## src/rtl/rr_index_arbiter.sv

```systemverilog
// rr_index_arbiter
//   Round-robin arbiter over N request lines. It produces a registered winner
//   index plus a valid flag, and the index feeds a downstream 4-to-16 one-hot
//   decoder. Fairness (rotating pointer), grant hold and the timeout live here,
//   so the decoder can stay purely combinational.
//
// Ports
//   CLK           clock; every state update happens on the rising edge
//   RESET         synchronous, active-high reset
//   req           request vector; bit k belongs to requester k
//   grant_ack     consumer is done with the current grant (ignored while idle)
//   grant_idx     index of the current winner
//   grant_valid   grant_idx is valid and is being held
//   timeout_pulse one-cycle pulse when a grant is force-released
module rr_index_arbiter #(
   parameter int N       = 16,
   parameter int W       = 4,
   parameter int TIMEOUT = 255,
   parameter int CW      = 8
) (
   input  logic         CLK,
   input  logic         RESET,
   input  logic [N-1:0] req,
   input  logic         grant_ack,
   output logic [W-1:0] grant_idx,
   output logic         grant_valid,
   output logic         timeout_pulse
);

   typedef enum logic {IDLE, GRANT} state_t;

   // Last hold count before a forced release. Unused when TIMEOUT == 0.
   localparam logic [CW-1:0] TO_LAST = CW'((TIMEOUT > 0) ? TIMEOUT - 1 : 0);

   state_t        state, state_nx;
   logic [W-1:0]  ptr, ptr_nx;
   logic [W-1:0]  idx_q, idx_nx;
   logic [CW-1:0] hold_cnt, hold_nx;
   logic          pulse_q, pulse_nx;

   // First set bit of r scanning from start upward. N == 2**W, so plain
   // W-bit addition gives the modulo-N wrap for free.
   function automatic logic [W-1:0] sel(input logic [W-1:0] start,
                                        input logic [N-1:0] r);
      logic [W-1:0] k;
      logic         found;
      sel   = start;
      found = 1'b0;
      for (int i = 0; i < N; i++) begin
         k = start + W'(i);
         if (!found && r[k]) begin
            sel   = k;
            found = 1'b1;
         end
      end
   endfunction

   // State register
   always_ff @(posedge CLK) begin
      if (RESET) begin
         state    <= IDLE;
         ptr      <= '0;
         idx_q    <= '0;
         hold_cnt <= '0;
         pulse_q  <= 1'b0;
      end else begin
         state    <= state_nx;
         ptr      <= ptr_nx;
         idx_q    <= idx_nx;
         hold_cnt <= hold_nx;
         pulse_q  <= pulse_nx;
      end
   end

   // Next-state logic
   logic [W-1:0] after_idx;
   logic [N-1:0] served, req_m;
   logic         timed_out;

   always_comb begin
      state_nx  = state;
      ptr_nx    = ptr;
      idx_nx    = idx_q;
      hold_nx   = hold_cnt;
      pulse_nx  = 1'b0;
      after_idx = idx_q + 1'b1;
      served    = '0;
      served[idx_q] = 1'b1;
      // The requester just served is masked so it never re-wins on its own
      // release edge; it comes back through IDLE one cycle later.
      req_m     = req & ~served;
      timed_out = (TIMEOUT > 0) && !grant_ack && (hold_cnt == TO_LAST);

      unique case (state)
         IDLE: begin
            if (|req) begin
               idx_nx   = sel(ptr, req);
               hold_nx  = '0;
               state_nx = GRANT;
            end
         end
         GRANT: begin
            if (grant_ack || timed_out) begin
               // A timeout release is identical to an ack release apart from
               // the pulse; an ack in the last cycle wins and stays silent.
               ptr_nx   = after_idx;
               hold_nx  = '0;
               pulse_nx = timed_out;
               if (|req_m) idx_nx   = sel(after_idx, req_m);
               else        state_nx = IDLE;
            end else if ((TIMEOUT > 0) && (hold_cnt != '1)) begin
               hold_nx = hold_cnt + 1'b1;
            end
         end
         default: state_nx = IDLE;
      endcase
   end

   // Outputs come straight from registers; nothing combinational from inputs.
   always_comb begin
      grant_idx     = idx_q;
      grant_valid   = (state == GRANT);
      timeout_pulse = pulse_q;
   end

endmodule

```

## config.mk

```make
export PLATFORM = sky130hd
export DESIGN_NAME = rr_index_arbiter
export DESIGN_NICKNAME = d
export VERILOG_FILES = /design/src/rtl/rr_index_arbiter.sv
export SDC_FILE = /design/constraint.sdc
export NUM_CORES = 1
export LEC_CHECK = 0
export ABC_AREA = 1
export ABC_CLOCK_PERIOD_IN_PS = 6600
export BUFFER_PORTS_ARGS = -buffer_cell sky130_fd_sc_hd__buf_2
export CAP_MARGIN = 20
export CELL_PAD_IN_SITES_DETAIL_PLACEMENT = 1
export CELL_PAD_IN_SITES_GLOBAL_PLACEMENT = 2
export CORE_ASPECT_RATIO = 1.5
export CORE_MARGIN = 2
export CORE_UTILIZATION = 34
export DETAILED_ROUTE_END_ITERATION = 8
export HOLD_SLACK_MARGIN = 0.12
export PLACE_DENSITY = 0.9
export RECOVER_POWER = 100
export SYNTH_ARGS = -nofsm -noshare
export SYNTH_HDL_FRONTEND = slang
export SYNTH_SLANG_ARGS = --single-unit
```

## constraint.sdc

```tcl
create_clock -name CLK -period 6.6 [get_ports CLK]
set_input_delay 1.32 -clock CLK [delete_from_list [all_inputs] [get_ports CLK]]
set_output_delay 1.32 -clock CLK [all_outputs]
set_load 0.02 [all_outputs]
```

## Yosys cells after proc, flatten, opt, wreduce, memory -nomap -nowiden

Cells that the tools add are included.

- Bits in read-only memories: 0
- Bits in registers: 18
- Memories kept: 0
- Output and inout bits: 6
- Latch bits: 0
- Bits in writable memories: 0

- $lt $le $gt $ge: 34
- Shifts and indexed selects: 0
- Add/sub/neg operators: 32
- $mul: 0
- Bitwise logic cells: 4
- Div/mod/pow operators: 0
- Eq/ne operators: 6
- Reduce and logical (&&, ||, !) cells: 70
- Muxes and demuxes: 213

Operator list:

| operator | count |
|---|---|
| less-than comparator 4 x 5 -> 1 bit, second input constant | 33 |
| 2-to-1 mux 1 bit | 141 |
| 2-to-1 mux 4 bit | 33 |
| binary-select mux 1 bit (select 4 bit) | 32 |
| adder 4 bit, second input constant | 16 |
| adder 4 x 3 -> 4 bit, second input constant | 8 |
| logical AND 1 bit | 32 |
| OR reduction 16 bit | 2 |
| logical NOT 1 bit | 31 |
| 2-to-1 mux 8 bit | 3 |
| adder 4 x 2 -> 4 bit, second input constant | 4 |
| bitwise AND 16 bit | 1 |
| NOT 16 bit | 1 |
| one-hot mux 8 bit (2 select lines) | 1 |
| adder 4 x 1 -> 4 bit, second input constant | 3 |
| adder 8 x 1 -> 8 bit, second input constant | 1 |
| equality test 8 bit, second input constant | 1 |
| != test 8 bit, second input constant | 1 |
| one-hot mux 4 bit (2 select lines) | 1 |
| demux 1 bit (select 4 bit) | 1 |
| greater-or-equal comparator 4 x 1 -> 1 bit, second input constant | 1 |
| != test 2 x 1 -> 1 bit, second input constant | 2 |
| AND reduction 2 bit | 2 |
| != test 3 x 1 -> 1 bit, second input constant | 1 |
| other kinds (6) | 7 |

## Longest topological paths before layout

Gate-level depths: netlist of the first run.

- Word-level depth: 102
- Mapped depth: 36
- Gate-level depth less buffers: 35

## Worst setup path after synthesis of the first run

Ideal clock, no wire load.

- Kind: reg-to-reg
- Start point: register idx_q[0] (netlist: grant_idx[0])
- End point: register idx_q[0] (netlist: grant_idx[0])
- Stages on the path, launching flop included: 29
- Setup time: 0.113 ns
- Path slack: 2.478 ns
- Required time: 6.487 ns
- Arrival: 4.009 ns
- Period minus slack after synthesis: 4.122 ns
- Cells stage by stage: dfxtp_1 -> buf_4 -> inv_2 -> buf_2 -> ha_1 -> inv_1 -> buf_2 -> ha_1 -> a21oi_1 -> xor2_1 -> o21ai_1 -> nor2_8 -> nand4_4 -> nor2_4 -> nand2_2 -> nor2_4 -> nand2_2 -> nor2_4 -> nand2_1 -> nor2_4 -> nand3_2 -> nor2_4 -> inv_2 -> nand3_1 -> nand2_1 -> nand2_1 -> nand2_1 -> nand2_1 -> nor2_1

RTL lines:

| element | line | RTL |
|---|---|---|
| start: declaration | 37 | `logic [W-1:0] idx_q, idx_nx;` |
| start signal: assignment | 69 | `idx_q <= idx_nx;` |
| adder 4 x 1 -> 4 bit (*) | 86 | `after_idx = idx_q + 1'b1;` |
| net after_idx[0] | 76 | `logic [W-1:0] after_idx;` |
| binary-select mux 1 bit (select 4 bit) | 51 | `if (!found && r[k]) begin` |
| 2-to-1 mux 1 bit (implied by the code) | 51 |  |
| 2-to-1 mux 1 bit | 51 |  |
| 2-to-1 mux 1 bit | 109 | `if (\|req_m) idx_nx = sel(after_idx, req_m);` |
| 2-to-1 mux 1 bit | 103 | `if (grant_ack \|\| timed_out) begin` |
| 2-to-1 mux 1 bit | 94 | `unique case (state)` |
| [82 not listed] | - |  |
| 2-to-1 mux 1 bit | 103 |  |
| 2-to-1 mux 1 bit | 94 |  |
| logical NOT 1 bit | 51 |  |
| logical AND 1 bit | 51 |  |
| 2-to-1 mux 4 bit (*) | 51 |  |
| 2-to-1 mux 4 bit (*) | 109 |  |
| 2-to-1 mux 4 bit (*) | 103 |  |
| one-hot mux 4 bit (2 select lines) (*) | 94 |  |

Mark *: on every way through the listed nets, which the timed path passes. The rest lies on a longest branch. The select of a mux whose other input is x is not followed.
A chain may end at the register's enable or synchronous reset.

## Worst setup path in the final report of the first run

Same ends and word-level chain as after synthesis.

==> impl_metrics.json, run 1 <==
{
  "critical_path_fanout_max": 28,
  "maxClockFrequency_ghz": 0.179,
  "cts_setup_buffers": 0,
  "number_of_antenna_violations_at_the_first_check_in_global_routing": 0,
  "postSynthAreaPerCell_um2": 5.12,
  "run_status": "complete, no violations",
  "diodes": 0,
  "max_slew_margin_pct": 46.6,
  "setup_viol_count_final": 0,
  "clockRootBuffer": "clkbuf_16",
  "final_layout_setup_total_negative_slack_ns": 0,
  "finalCriticalPeriod_ns": 5.60,
  "post_route_cells_drive_above_1_share_pct": 5.66,
  "post-place-cells": 1056,
  "drt-wirelength-per-cell_um": 18.2,
  "design.die.area_um2": 14400,
  "timing.hold.worst_path_depth": 2,
  "initial_core_util_pct": 34.9,
  "cts.path.max_buffers": 2,
  "layoutNonFillerInstCount": 1060,
  "final_max_slew_viol_count": 0,
  "worstPathRequired_ns": 6.77,
  "clk_pin_slew_worst_paths_ns": 0.06,
  "hold_path.class": "reg -> reg",
  "postRouteWirelength_um": 19300,
  "htree_num_levels": 1,
  "crit_path_end_kind": "register",
  "worst_slew_pin_slew_ns": 0.800,
  "tritoncts_clock_tree": "yes",
  "gr_ovfl_total": 0,
  "synthesis.area_um2": 4570,
  "io-pin-count": 25,
  "drtIter0Drc": 263,
  "number_of_hold_violations_in_the_final_report": 0,
  "chipHeight_um": 146,
  "ctsHoldBuffers": 0,
  "irDropWorstVdd_mv": 0.364,
  "synth_edf_count": 0,
  "grt.total_usage_pct": 26.3,
  "rsz0062_at_grt": "no",
  "first_pass_grt_wire_length_um": 30300,
  "placement_rows": 51,
  "arrival_time_reported_for_the_critical_path_endpoint_ns": 5.76,
  "worst_setup_path_start_kind": "register",
  "synthesis_warnings": 0,
  "drt-vias-per-instance": 5.57,
  "drt_drc_violations_left": 0,
  "synth-main-ff-cell": "dfxtp_1",
  "ys_seq_area_share_pct": 7.89,
  "syn_inst": 892,
  "cts_num_sinks": 18,
  "clock-skew-final_ns": 0.00686,
  "hpwl_reported_at_the_end_of_detailed_placement_um": 15700,
  "cellLeakagePower_nw": 2.54,
  "detailedRoute.firstPassIterationCount": 6,
  "async_reset_ff_share_pct": 0,
  "postRouteAntennaNets": 0,
  "die_x_um": 98.6,
  "num-nets-final": 939,
  "distinct_cell_type_count_of_the_synthesized_netlist": 46,
  "post_cts.resized_instances": 0,
  "grt_pass1_vias": 5844,
  "critical_path_type": "reg -> reg",
  "fin_crit_sh_pct": 84.8,
  "clock_insertion_delay_worst_skew_ns": 0.27,
  "max_cap_violations": 0,
  "vias": 5909,
  "number_of_synthesized_register_bits": 18,
  "grt_start_max_net_pins": 29,
  "syn_nets": 929,
  "core_area_um2": 13100,
  "area_overhead_of_the_layout_relative_to_synthesis_pct": 6.80,
  "place.gp.congestion": 0.897,
  "number_of_buffers_created_by_cts": 3,
  "p_per_area_nw_per_um2": 548,
  "rr_worst_depth": 26,
  "number_of_port_buffers": 24
}
## critical path, cell delays in order (launching register included)
cell and delay [ns]:
dfxtp_1 0.31, buf_4 0.30, inv_1 0.43, ha_1 0.86
inv_1 0.47, ha_1 0.32, a21oi_1 0.17, xor2_1 0.34
o21ai_0 0.34, nor2_8 0.25, nand4_4 0.11, nor2_4 0.16
nand2_2 0.09, nor2_4 0.13, nand2_2 0.08, nor2_4 0.11
nand2_1 0.09, nor2_4 0.17, nand3_2 0.10, nor2_4 0.17
inv_2 0.05, nand3_1 0.07, nand2_1 0.06, nand2_1 0.09
nand2_1 0.06, nand2_1 0.09, nor2_1 0.04
## final timing paths
check	start	end	slack [ns]
max	grant_idx[0]	grant_idx[0]	1.00
min	hold_cnt[5]	hold_cnt[5]	0.46
max reg2reg	grant_idx[0]	grant_idx[0]	1.00
min reg2reg	hold_cnt[5]	hold_cnt[5]	0.46
## state kept, by name, indices dropped and copies added, names as in the netlist
register / cells
grant_valid: 1
timeout_pulse: 1
ptr: 4
hold_cnt: 8
grant_idx: 4
## metrics by stage
step	setup WS, ns	util (%)	hold slack (ns)	total power, mW	cell area (um^2)
finish	1.00	37.3	0.459	2.67	4880
global placement	1.48	36.7	0.448	2.50	4800
CTS	1.40	37.3	0.465	2.68	4880
detailed placement	1.41	36.7	0.456	2.52	4800
global route	0.593	37.3	0.487	2.96	4880
floorplan	2.48	-	0.434	1.89	4570
## where the power goes
group	internal, mW	total, mW	switching (mW)
sequential	0.122	0.160	0.0381
clock	0.0929	0.148	0.0547
combinational	0.648	2.36	1.71
total	0.863	2.67	1.81
## cell usage after synthesis (all sizes together) (3+ instances only)
cell type / instances / area [um^2]
ha: 18 / 225
nand2: 321 / 1210
xnor2: 3 / 33.8
nor4: 3 / 18.8
dfxtp: 18 / 360
nand4: 15 / 109
a211oi: 3 / 22.5
nor3: 8 / 45.0
a31oi: 12 / 75.1
inv: 111 / 417
o211ai: 9 / 67.6
nand3: 174 / 893
nor2: 60 / 282
xor2: 15 / 146
buf: 17 / 96.3
o21ai: 48 / 244
clkbuf: 6 / 22.5
a21oi: 34 / 170
## placed cells by master, fill, tap and decap left out, drive strengths merged, types with 3 or more instances in the layout
cell,netlist,routed
nand4,15,15
clkbuf,6,11
a211oi,3,3
nor4,3,3
o211ai,9,9
nor3,8,8
buf,17,21
inv,111,111
xor2,15,15
o21ai,48,48
nor2,60,60
a31oi,12,12
nand2,321,321
dfxtp,18,18
ha,18,18
nand3,174,174
xnor2,3,3
a21oi,34,34
## metal layers
layer  track usage, %  share of wire, %
met2             53.0                55
met4             10.9               4.2
met5                0                 0
met1             27.3                38
met3             1.59               2.2
## logic make-up (layout without fill, tap and decap cells)
kind of cell | after synthesis | count (layout) | share of synthesized area, %
xor+xnor | 18 | 18 | 3.95
fa+ha+maj | 18 | 18 | 4.93
buf+inv | 136 | 145 | 11.9
flops | 18 | 18 | 7.89
simple gates | 585 | 585 | 56.7
compound gates | 117 | 117 | 14.6
## area by class of cell
cell class                 instances  area [um^2]
inverter                         113          424
multi-input combinational        738         3660
timing repair buffer              28          141
clock buffer                       4         88.8
sequential                        18          360
fill                            1930         8210
tap                              159          199
(Power assumes the default switching activity.)
==> inputs of run 2 (changes only) <==
--- a/config.mk
+++ b/config.mk
@@ -5,18 +5,18 @@
 export SDC_FILE = /design/constraint.sdc
 export NUM_CORES = 1
 export LEC_CHECK = 0
-export ABC_AREA = 1
-export ABC_CLOCK_PERIOD_IN_PS = 6600
+export ABC_AREA = 0
+export ABC_CLOCK_PERIOD_IN_PS = 5900
 export BUFFER_PORTS_ARGS = -buffer_cell sky130_fd_sc_hd__buf_2
 export CAP_MARGIN = 20
 export CELL_PAD_IN_SITES_DETAIL_PLACEMENT = 1
 export CELL_PAD_IN_SITES_GLOBAL_PLACEMENT = 2
 export CORE_ASPECT_RATIO = 1.5
 export CORE_MARGIN = 2
-export CORE_UTILIZATION = 34
+export CORE_UTILIZATION = 39
 export DETAILED_ROUTE_END_ITERATION = 8
 export HOLD_SLACK_MARGIN = 0.12
-export PLACE_DENSITY = 0.9
+export PLACE_DENSITY = 0.85
 export RECOVER_POWER = 100
 export SYNTH_ARGS = -nofsm -noshare
 export SYNTH_HDL_FRONTEND = slang
==> constraint.sdc (replaced) <==
create_clock -name CLK -period 5.9 [get_ports CLK]
set_input_delay 1.18 -clock CLK [delete_from_list [all_inputs] [get_ports CLK]]
set_output_delay 1.18 -clock CLK [all_outputs]
set_load 0.02 [all_outputs]
==> run 2 against run 1 <==
Clock skew fell by 0.0033 ns; die area is 11% higher; wire length is 22% higher; maximum frequency is 6.6% higher; non-clock buffer count is 15 higher; synthesized area rose by 27%; sequential share of layout area down 1.5 points; register-to-register slack got worse by 0.35 ns; highest routed layer unchanged; sequential cell count unchanged; global-route usage grew 2.7 points; largest cell class unchanged.
==> impl_metrics.json, run 2 <==
{
  "worst_setup_path_start_kind": "register",
  "grt_start_max_net_pins": 34,
  "diodes": 0,
  "maxClockFrequency_ghz": 0.190,
  "initial_core_util_pct": 39.9,
  "layout_common_cells": "nand2_1, nor2_1, mux4_2",
  "num-nets-final": 760,
  "htree_num_levels": 1,
  "final_max_slew_viol_count": 0,
  "ys_seq_area_share_pct": 6.19,
  "post_route_cells_drive_above_1_share_pct": 17.6,
  "clockRootBuffer": "clkbuf_16",
  "critical_path_type": "reg -> reg",
  "number_of_port_buffers": 24,
  "clock_insertion_delay_worst_skew_ns": 0.25,
  "syn_inst": 731,
  "r2r_slack_ns": 0.65,
  "largest_register_ff_count": 8,
  "number_of_antenna_violations_at_the_first_check_in_global_routing": 0,
  "setup_viol_count_final": 0,
  "io-pin-count": 25,
  "gr_ovfl_total": 0,
  "detailedRoute.firstPassIterationCount": 5,
  "post-synth-top-area-fraction_pct": 19.0,
  "synth.area.top_cells": "mux4_2, dfxtp_1, mux2i_1",
  "finalWorstSetupSlack_ns": 0.650,
  "clk_pin_slew_worst_paths_ns": 0.05,
  "fin_crit_sh_pct": 89.0,
  "cts_setup_buffers": 0,
  "final.fill_count": 1828,
  "post_cts.resized_instances": 0,
  "synth-main-ff-cell": "dfxtp_1",
  "hold_path.class": "reg -> reg",
  "async_reset_ff_share_pct": 0,
  "place.gp.congestion": 1.04,
  "arrival_time_reported_for_the_critical_path_endpoint_ns": 5.42,
  "cts_num_sinks": 18,
  "postRouteAntennaNets": 0,
  "rsz0062_at_grt": "no",
  "top_register": "hold_cnt",
  "core_area_um2": 14600,
  "clock-skew-final_ns": 0.00352,
  "crit_path_top_delay_cell": "dfxtp_1",
  "grt.total_usage_pct": 29.0,
  "run_status": "complete, no violations",
  "most_instantiated_library_cell_after_synthesis": "nand2_1",
  "path_delay_family": "simple AND/OR/NAND/NOR gates",
  "synthesis_warnings": 0,
  "synthesis.area_um2": 5820,
  "worst_slew_pin_slew_ns": 1.09,
  "vias": 6258,
  "hpwl_reported_at_the_end_of_detailed_placement_um": 18600,
  "area_overhead_of_the_layout_relative_to_synthesis_pct": 5.25,
  "finalCriticalPeriod_ns": 5.25,
  "cp_cell_sequence": "clkbuf_1 -> xnor2_4 -> xnor2_1 -> mux4_2 -> nand2_1 -> nor4_2 -> nand3_1 -> nand4_1 -> mux2_1 -> a31oi_1",
  "final_layout_setup_total_negative_slack_ns": 0,
  "max_slew_margin_pct": 26.4,
  "most_area_hungry_cell_type_in_the_yosys_netlist": "mux4_2",
  "cp_max_stage_delay_ns": 0.90,
  "number_of_synthesized_register_bits": 18,
  "most_common_cell_after_layout_fill_and_taps_aside": "nand2_1",
  "critical_path_fanout_max": 17,
  "number_of_buffers_created_by_cts": 3,
  "crit_path_end_kind": "register",
  "postSynthAreaPerCell_um2": 7.96,
  "first_pass_grt_wire_length_um": 36600,
  "number_of_hold_violations_in_the_final_report": 0,
  "distinct_cell_type_count_of_the_synthesized_netlist": 82,
  "synth_edf_count": 0,
  "cts.path.max_buffers": 2,
  "postRouteWirelength_um": 23600,
  "yosys-top-cells-count": "nand2_1, nor2_1, mux4_2, a21oi_1, clkbuf_1",
  "tritoncts_clock_tree": "yes",
  "max_cap_violations": 0,
  "ctsHoldBuffers": 0,
  "syn_nets": 768,
  "drt-wirelength-per-cell_um": 25.7,
  "post-place-ws_ns": 0.962,
  "drt_drc_violations_left": 0,
  "die_x_um": 104,
  "worstPathRequired_ns": 6.07,
  "drt-vias-per-instance": 6.82,
  "grt_pass1_vias": 6442,
  "worst-path-buf-inv": 1,
  "drtIter0Drc": 417,
  "design.die.area_um2": 15900,
  "placement_rows": 54,
  "chipHeight_um": 154
}
==> run 2: cell count changes in the layout (fill, tap and decap cells not counted), moves of 18 or more <==
cell     before  now
xnor2_1       2   23
mux2i_1       0   30
nor2b_1       0   18
mux4_2        0   49
nand3_1     171   22
nand2_1     317   70
inv_1       106   19
==> run 2: cell families after synthesis <==
logic type / count (synthesis) / synth area share [%]
and+or+nand+nor: 292 / 26.8
AOI/OAI and AO/OA: 196 / 23.6
muxes: 95 / 27.3
buffers and inverters: 76 / 5.83
xor gates and xnor gates: 36 / 6.45
adders and majority gates: 18 / 3.87
DFF: 18 / 6.19
==> run 2: final timing paths <==
kind / end / from / depth (start not counted)
max: grant_idx[0] / grant_idx[3] / 10
min: hold_cnt[6] / hold_cnt[6] / 2
max reg2reg: grant_idx[0] / grant_idx[3] / 10
min reg2reg: hold_cnt[6] / hold_cnt[6] / 2
==> run 2: metal layers <==
layer	GRT usage, %	wire length [um]
met1	30.6	8210
met5	0	0
met2	54.7	12300
met4	18.9	1810
met3	2.63	1280
==> run 2: layout make-up <==
class	instances	area (um^2)	area share (%)
clock buffers	4	88.8	1.45
flip-flops and latches	18	362	5.90
inverters	20	75.1	1.23
repair buffers	43	243	3.96
multi-input cells	637	5110	83.5
well taps	196	245	4.00
==> run 2: through the flow <==
step / util [%] / instance area [um^2] / cells / hold WS [ns]
after CTS: 42.2 / 6150 / 918 / 0.521
after detailed placement: 41.6 / 6060 / 914 / 0.508
after global placement: 41.6 / 6060 / 914 / 0.490
after floorplan: - / 5820 / 731 / 0.471
after global routing: 42.0 / 6120 / 918 / 0.541
final: 42.0 / 6120 / 918 / 0.519
==> run 2: worst reg2reg max path, stage by stage (launching register included) <==
cell      delay, ns
dfxtp_1        0.90
clkbuf_1       0.71
xnor2_4        0.28
xnor2_1        0.81
mux4_2         0.54
nand2_1        0.19
nor4_2         0.70
nand3_1        0.35
nand4_1        0.21
mux2_1         0.34
a31oi_1        0.14
Power of run 2 is left out: the tool's default activity adds up to more than one toggle a clock period on the data nets, which glitch-free logic cannot reach.
